File: config.mk
export PLATFORM = sky130hd
export DESIGN_NAME = oh_txgear
export DESIGN_NICKNAME = d
export VERILOG_FILES = /design/src/rtl/oh_txgear.sv
export SDC_FILE = /design/constraint.sdc
export NUM_CORES = 1
export LEC_CHECK = 0
export BUFFER_PORTS_ARGS = -buffer_cell sky130_fd_sc_hd__buf_2
export CELL_PAD_IN_SITES_DETAIL_PLACEMENT = 1
export CELL_PAD_IN_SITES_GLOBAL_PLACEMENT = 1
export CORE_ASPECT_RATIO = 1.2
export CORE_UTILIZATION = 40
export CTS_CLUSTER_SIZE = 28
export DETAILED_ROUTE_END_ITERATION = 8
export HOLD_SLACK_MARGIN = 0.15
export PLACE_DENSITY_LB_ADDON = 0.1
export RECOVER_POWER = 100
export SLEW_MARGIN = 20
export SYNTH_ARGS = -nofsm -noshare
export SYNTH_HDL_FRONTEND = slang
export SYNTH_SLANG_ARGS = --single-unit
File: constraint.sdc
create_clock -name clk -period 1.88 [get_ports clk]
set_clock_uncertainty 0.05 [all_clocks]
set_input_delay 0.376 -clock clk [delete_from_list [all_inputs] [get_ports clk]]
set_output_delay 0.376 -clock clk [all_outputs]
set_load 0.1 [all_outputs]
File: src/rtl/oh_txgear.sv
// rtl/oh_txgear.sv - transmit gearbox feeding an 8:1 output serializer
//
// Purpose:
//   Accepts PW-bit words over a valid/ready handshake and emits one byte per
//   clk, LSB byte first, to the serializer's parallel input. After enable it
//   sends TRAIN_CYCLES bytes of TRAIN_WORD, then IDLE_WORD whenever no payload
//   is available.
//
// Configuration macro:
//   OH_TXGEAR_TRAIN_EN - when defined, the TRAIN state and its counter are
//   built. When undefined, enable takes the link straight from OFF to IDLE,
//   and TRAIN_CYCLES / TRAIN_WORD have no effect.
//
// Ports:
//   clk         serializer parallel (divided) clock, rising edge
//   nreset      asynchronous active-low reset
//   enable      link enable, level-sensitive; low forces OFF
//   in_valid    in_data holds a word to send
//   in_data     PW-bit word; byte 0 = in_data[7:0] goes out first
//   in_ready    word accepted this cycle (combinational, never from in_valid)
//   tx_data     parallel byte to serializer, tx_data[0] shifted first
//   tx_frame    tx_data carries payload
//   train_done  training finished, link usable

module oh_txgear #(
   parameter int         PW           = 32,
   parameter int         TRAIN_CYCLES = 64,
   parameter logic [7:0] TRAIN_WORD   = 8'hA5,
   parameter logic [7:0] IDLE_WORD    = 8'h00
) (
   input  logic          clk,
   input  logic          nreset,
   input  logic          enable,
   input  logic          in_valid,
   input  logic [PW-1:0] in_data,
   output logic          in_ready,
   output logic [7:0]    tx_data,
   output logic          tx_frame,
   output logic          train_done
);

   localparam int            NB   = PW / 8;
   localparam int            BW   = (NB > 1) ? $clog2(NB) : 1;
   localparam logic [BW-1:0] LAST = BW'(NB - 1);

`ifdef OH_TXGEAR_TRAIN_EN
   typedef enum logic [1:0] {S_OFF, S_TRAIN, S_IDLE, S_SEND} state_t;
   localparam logic [7:0] TC = 8'(TRAIN_CYCLES);
   logic [7:0] tcnt_q, tcnt_d;
`else
   typedef enum logic [1:0] {S_OFF, S_IDLE, S_SEND} state_t;
   wire unused_train_cfg = ^{TRAIN_WORD, 8'(TRAIN_CYCLES)};
`endif

   state_t          state_q, state_d;
   logic [BW-1:0]   bcnt_q, bcnt_d;
   // Bytes of the current word not yet presented; byte bcnt+1 sits at [7:0].
   logic [PW-1:0]   shreg_q, shreg_d;
   logic [7:0]      tx_data_d;
   logic            tx_frame_d;
   logic            train_done_d;
   logic            transfer;

   // Ready is offered in IDLE, and in SEND only while the last byte is on the
   // wire, so a new word can follow with no gap.
   always_comb begin
      in_ready = 1'b0;
      if (enable) begin
         if (state_q == S_IDLE)
            in_ready = 1'b1;
         else if (state_q == S_SEND && bcnt_q == LAST)
            in_ready = 1'b1;
      end
   end

   assign transfer = in_valid & in_ready;

   always_comb begin
      state_d      = state_q;
      bcnt_d       = bcnt_q;
      shreg_d      = shreg_q;
      tx_data_d    = IDLE_WORD;
      tx_frame_d   = 1'b0;
      train_done_d = train_done;
`ifdef OH_TXGEAR_TRAIN_EN
      tcnt_d       = tcnt_q;
`endif
      if (!enable) begin
         state_d      = S_OFF;
         bcnt_d       = '0;
         train_done_d = 1'b0;
      end else begin
         case (state_q)
            S_OFF: begin
`ifdef OH_TXGEAR_TRAIN_EN
               // The entry edge still shows IDLE_WORD; training bytes start
               // on the following edge.
               state_d      = S_TRAIN;
               tcnt_d       = '0;
               train_done_d = 1'b0;
`else
               state_d      = S_IDLE;
               train_done_d = 1'b1;
`endif
            end
`ifdef OH_TXGEAR_TRAIN_EN
            S_TRAIN: begin
               if (tcnt_q == TC) begin
                  state_d      = S_IDLE;
                  train_done_d = 1'b1;
               end else begin
                  tx_data_d = TRAIN_WORD;
                  tcnt_d    = tcnt_q + 8'd1;
               end
            end
`endif
            S_IDLE: begin
               if (transfer) begin
                  state_d    = S_SEND;
                  bcnt_d     = '0;
                  shreg_d    = in_data >> 8;
                  tx_data_d  = in_data[7:0];
                  tx_frame_d = 1'b1;
               end
            end
            S_SEND: begin
               if (bcnt_q != LAST) begin
                  bcnt_d     = bcnt_q + BW'(1);
                  shreg_d    = shreg_q >> 8;
                  tx_data_d  = shreg_q[7:0];
                  tx_frame_d = 1'b1;
               end else if (transfer) begin
                  bcnt_d     = '0;
                  shreg_d    = in_data >> 8;
                  tx_data_d  = in_data[7:0];
                  tx_frame_d = 1'b1;
               end else begin
                  state_d = S_IDLE;
               end
            end
            default: begin
               state_d      = S_OFF;
               train_done_d = 1'b0;
            end
         endcase
      end
   end

   always_ff @(posedge clk or negedge nreset) begin
      if (!nreset) begin
         state_q    <= S_OFF;
         bcnt_q     <= '0;
         shreg_q    <= '0;
         tx_data    <= 8'h00;
         tx_frame   <= 1'b0;
         train_done <= 1'b0;
`ifdef OH_TXGEAR_TRAIN_EN
         tcnt_q     <= '0;
`endif
      end else begin
         state_q    <= state_d;
         bcnt_q     <= bcnt_d;
         shreg_q    <= shreg_d;
         tx_data    <= tx_data_d;
         tx_frame   <= tx_frame_d;
         train_done <= train_done_d;
`ifdef OH_TXGEAR_TRAIN_EN
         tcnt_q     <= tcnt_d;
`endif
      end
   end

endmodule

==> run metrics <==
status=complete, but fails checks; failing checks=setup timing; area delta synth->final=31.08%; min Tclk post-route=1.942 ns; Die Area=5807 um2; vias in the first global route=1474; Synth top area share=0.5227; pre-CTS setup slack=0.001568 ns; CTS root buf=clkbuf_8; Setup CP Type=register to register; nets=between 200 and 300; die width=69.73 um; cell family contributing the most delay on the critical path=buffers and inverters; antenna violations before repair=0; Post-Syn Instances=147; initial core utilization=0.4157; Pwr per Cell Area=1090 nW/um2; metal3 WL=220 um; Die Y=83.28 um; initial DRC count=39; P_leak=1.429 nW; Netlist Area Pre-Place=about 2200 um2; WL met2=between 2000 and 2500 um; H-tree levels=2; Core ar.=5298 um2; slew margin rel.=0.3260; sequential fraction of the synthesis area=0.5227; crit path buf inv count=3; number of cells on the critical path=7; global-route wire length before repair=7203 um; hold depth=2; Worst-Skew Late Latency=0.29 ns; Avg Cell Area, Syn=between 10 and 15 um2; wire per inst=about 17 um; worst-margin pin slew=1.011 ns; max-slew violations=0; worst min path class=input port to register; post-route setup slack=-0.06151 ns; highest metal used=met4; CTS Buf Count=5; GPL Wtd Cong=0.6539; synth top area cells=dfrtp_1 52%, mux2_4 16%, mux2_2 11%; Setup-failing EPs final=20; Ys Warns=0; #FFs+latches synth=46; CP Capture Type=register; Final Util=0.5449; area leader, netlist=dfrtp_1; largest net degree at the start of global routing=47; max-cap violations=0; number of fill cells in the layout=539; Vias/cell=5.040; Max clock buf depth=2; Post-DRT Antenna Nets=0; GRT Total Usage=0.1585; met1 WL=about 2000 um; aggregate global routing overflow=0; Peak VDD IR=549.2 uV; Worst Path Required=2.01 ns; FMAX=between 0.5 and 0.6 GHz; R2R depth=7; slowest cell on the critical path=dfrtp_1; dpl hpwl=~2900 um; crit path DAT=2.07 ns; Port Buf Inserts=46; Hold Violations, Final=0; drt drc=0; Final period util=1.033; Detailed Route WL=4621 um; # IOs=47; Mapped Nets=187; FP Rows=29; n_diodes=0; TritonRoute pass-1 iters=4; Reg clk slew, reported paths=0.08 ns; CP Max Fanout=8; RSZ-0062 raised after global routing=true; max incr delay on CP=approximately 0.42 ns; crit-path cells=inv_2, ha_4, nand2_4, nor3_4, buf_12, clkbuf_16, mux2_4; share of layout cells above drive strength 1=0.6161; via count=1376; clk sinks=46; crit start category=register; Distinct cells, synth=26; TritonCTS clock tree=built
-- power by group --
part	total, mW	internal [mW]	leakage [nW]	switching (mW)
logic	0.960	0.568	0.774	0.392
clock network	0.746	0.425	0.0573	0.321
registers	1.44	1.27	0.598	0.171
-- synthesized netlist by cell type --
cell	instances
mux2i_1	1
nor3b_2	1
nor2_1	1
inv_1	3
o21bai_1	2
ha_1	4
nand3b_1	1
a21oi_1	4
nand2_1	1
buf_4	1
mux2_2	22
mux2_1	3
or2_2	1
nor3_4	1
o21ai_0	2
mux2_4	23
a21boi_0	2
buf_8	2
buf_6	3
nor2b_1	11
a22o_1	8
o31ai_1	1
and3b_1	1
nand2b_1	1
dfrtp_1	46
and2b_4	1
-- placed cells by master (no fill, tap or decap), types with 3 or more instances in the layout --
master and n:
dfrtp_1 46, buf_2 46, ha_4 3, buf_12 4
clkbuf_8 6, a22o_1 8, nor2b_1 10, clkbuf_16 3
mux2_2 17, buf_4 8, mux2_1 3, mux2_4 28
-- area by class of cell --
class,instances,area (um2),share of cell area
Clock inverter,1,30.03,0.01040
Timing Repair Buffer,63,466.7,0.1617
Clock buffer,6,82.58,0.02861
Inverter,3,11.26,0.003901
Sequential cell,46,1151,0.3988
Multi-Input combinational cell,92,1067,0.3697
Tap cell,62,77.57,0.02687
-- cells by family (layout without fill, tap and decap cells) --
logic type,count (synthesis),in the layout,share of synthesized area
AO/OA/AOI/OAI,19,19,0.06250
adder cells (fa/ha/maj),4,4,0.02273
buffers and inverters,9,73,0.03750
flip-flops,46,46,0.5227
multiplexers,49,49,0.2892
AND/OR/NAND/NOR,20,20,0.06535
-- final timing paths --
check                           start           to  slack (ns)
max                        state_q[0]  shreg_q[15]       -0.06
min                        in_data[7]   tx_data[7]        0.25
max reg2reg                state_q[0]  shreg_q[15]       -0.06
min reg2reg                shreg_q[4]   shreg_q[4]        0.45
max in group asynchronous      nreset    bcnt_q[1]        0.32
min in group asynchronous      nreset  shreg_q[12]        0.83
-- per-layer routing --
layer	global-route usage	vias to the layer above
met5	0	-
met1	0.2057	683
li1	-	646
met4	0.05455	0
met2	0.2551	39
met3	0.04369	8
-- state kept, by name, indices dropped and copies added (netlist names) --
signal and flops:
shreg_q 32, tx_data 8, bcnt_q 2, state_q 2
train_done 1, tx_frame 1
-- what timing repair did --
| item | in CTS | in global routing |
|---|---|---|
| endpoints found under the setup margin | 4 | 33 |
| resized for setup | 4 | 16 |
| cloned | 0 | 4 |
| buffers inserted | 0 | 5 |
| endpoints found under the hold margin | 46 | 0 |
| hold buffers | 1 | 0 |
-- stage by stage --
step	instances	hold slack [ns]	power (mW)	area, um2	setup TNS, ns
after floorplan	147	0.03041	2.064	2210	0
after global placement	256	0.3250	2.248	2551	0
after detailed placement	256	0.3318	2.303	2551	0
after CTS	264	0.2455	3.071	2690	-0.04106
after global routing	273	0.2448	3.314	2887	-1.539
final	273	0.2538	3.146	2887	-0.7950
No activity file was read; power rests on OpenSTA's default activity.
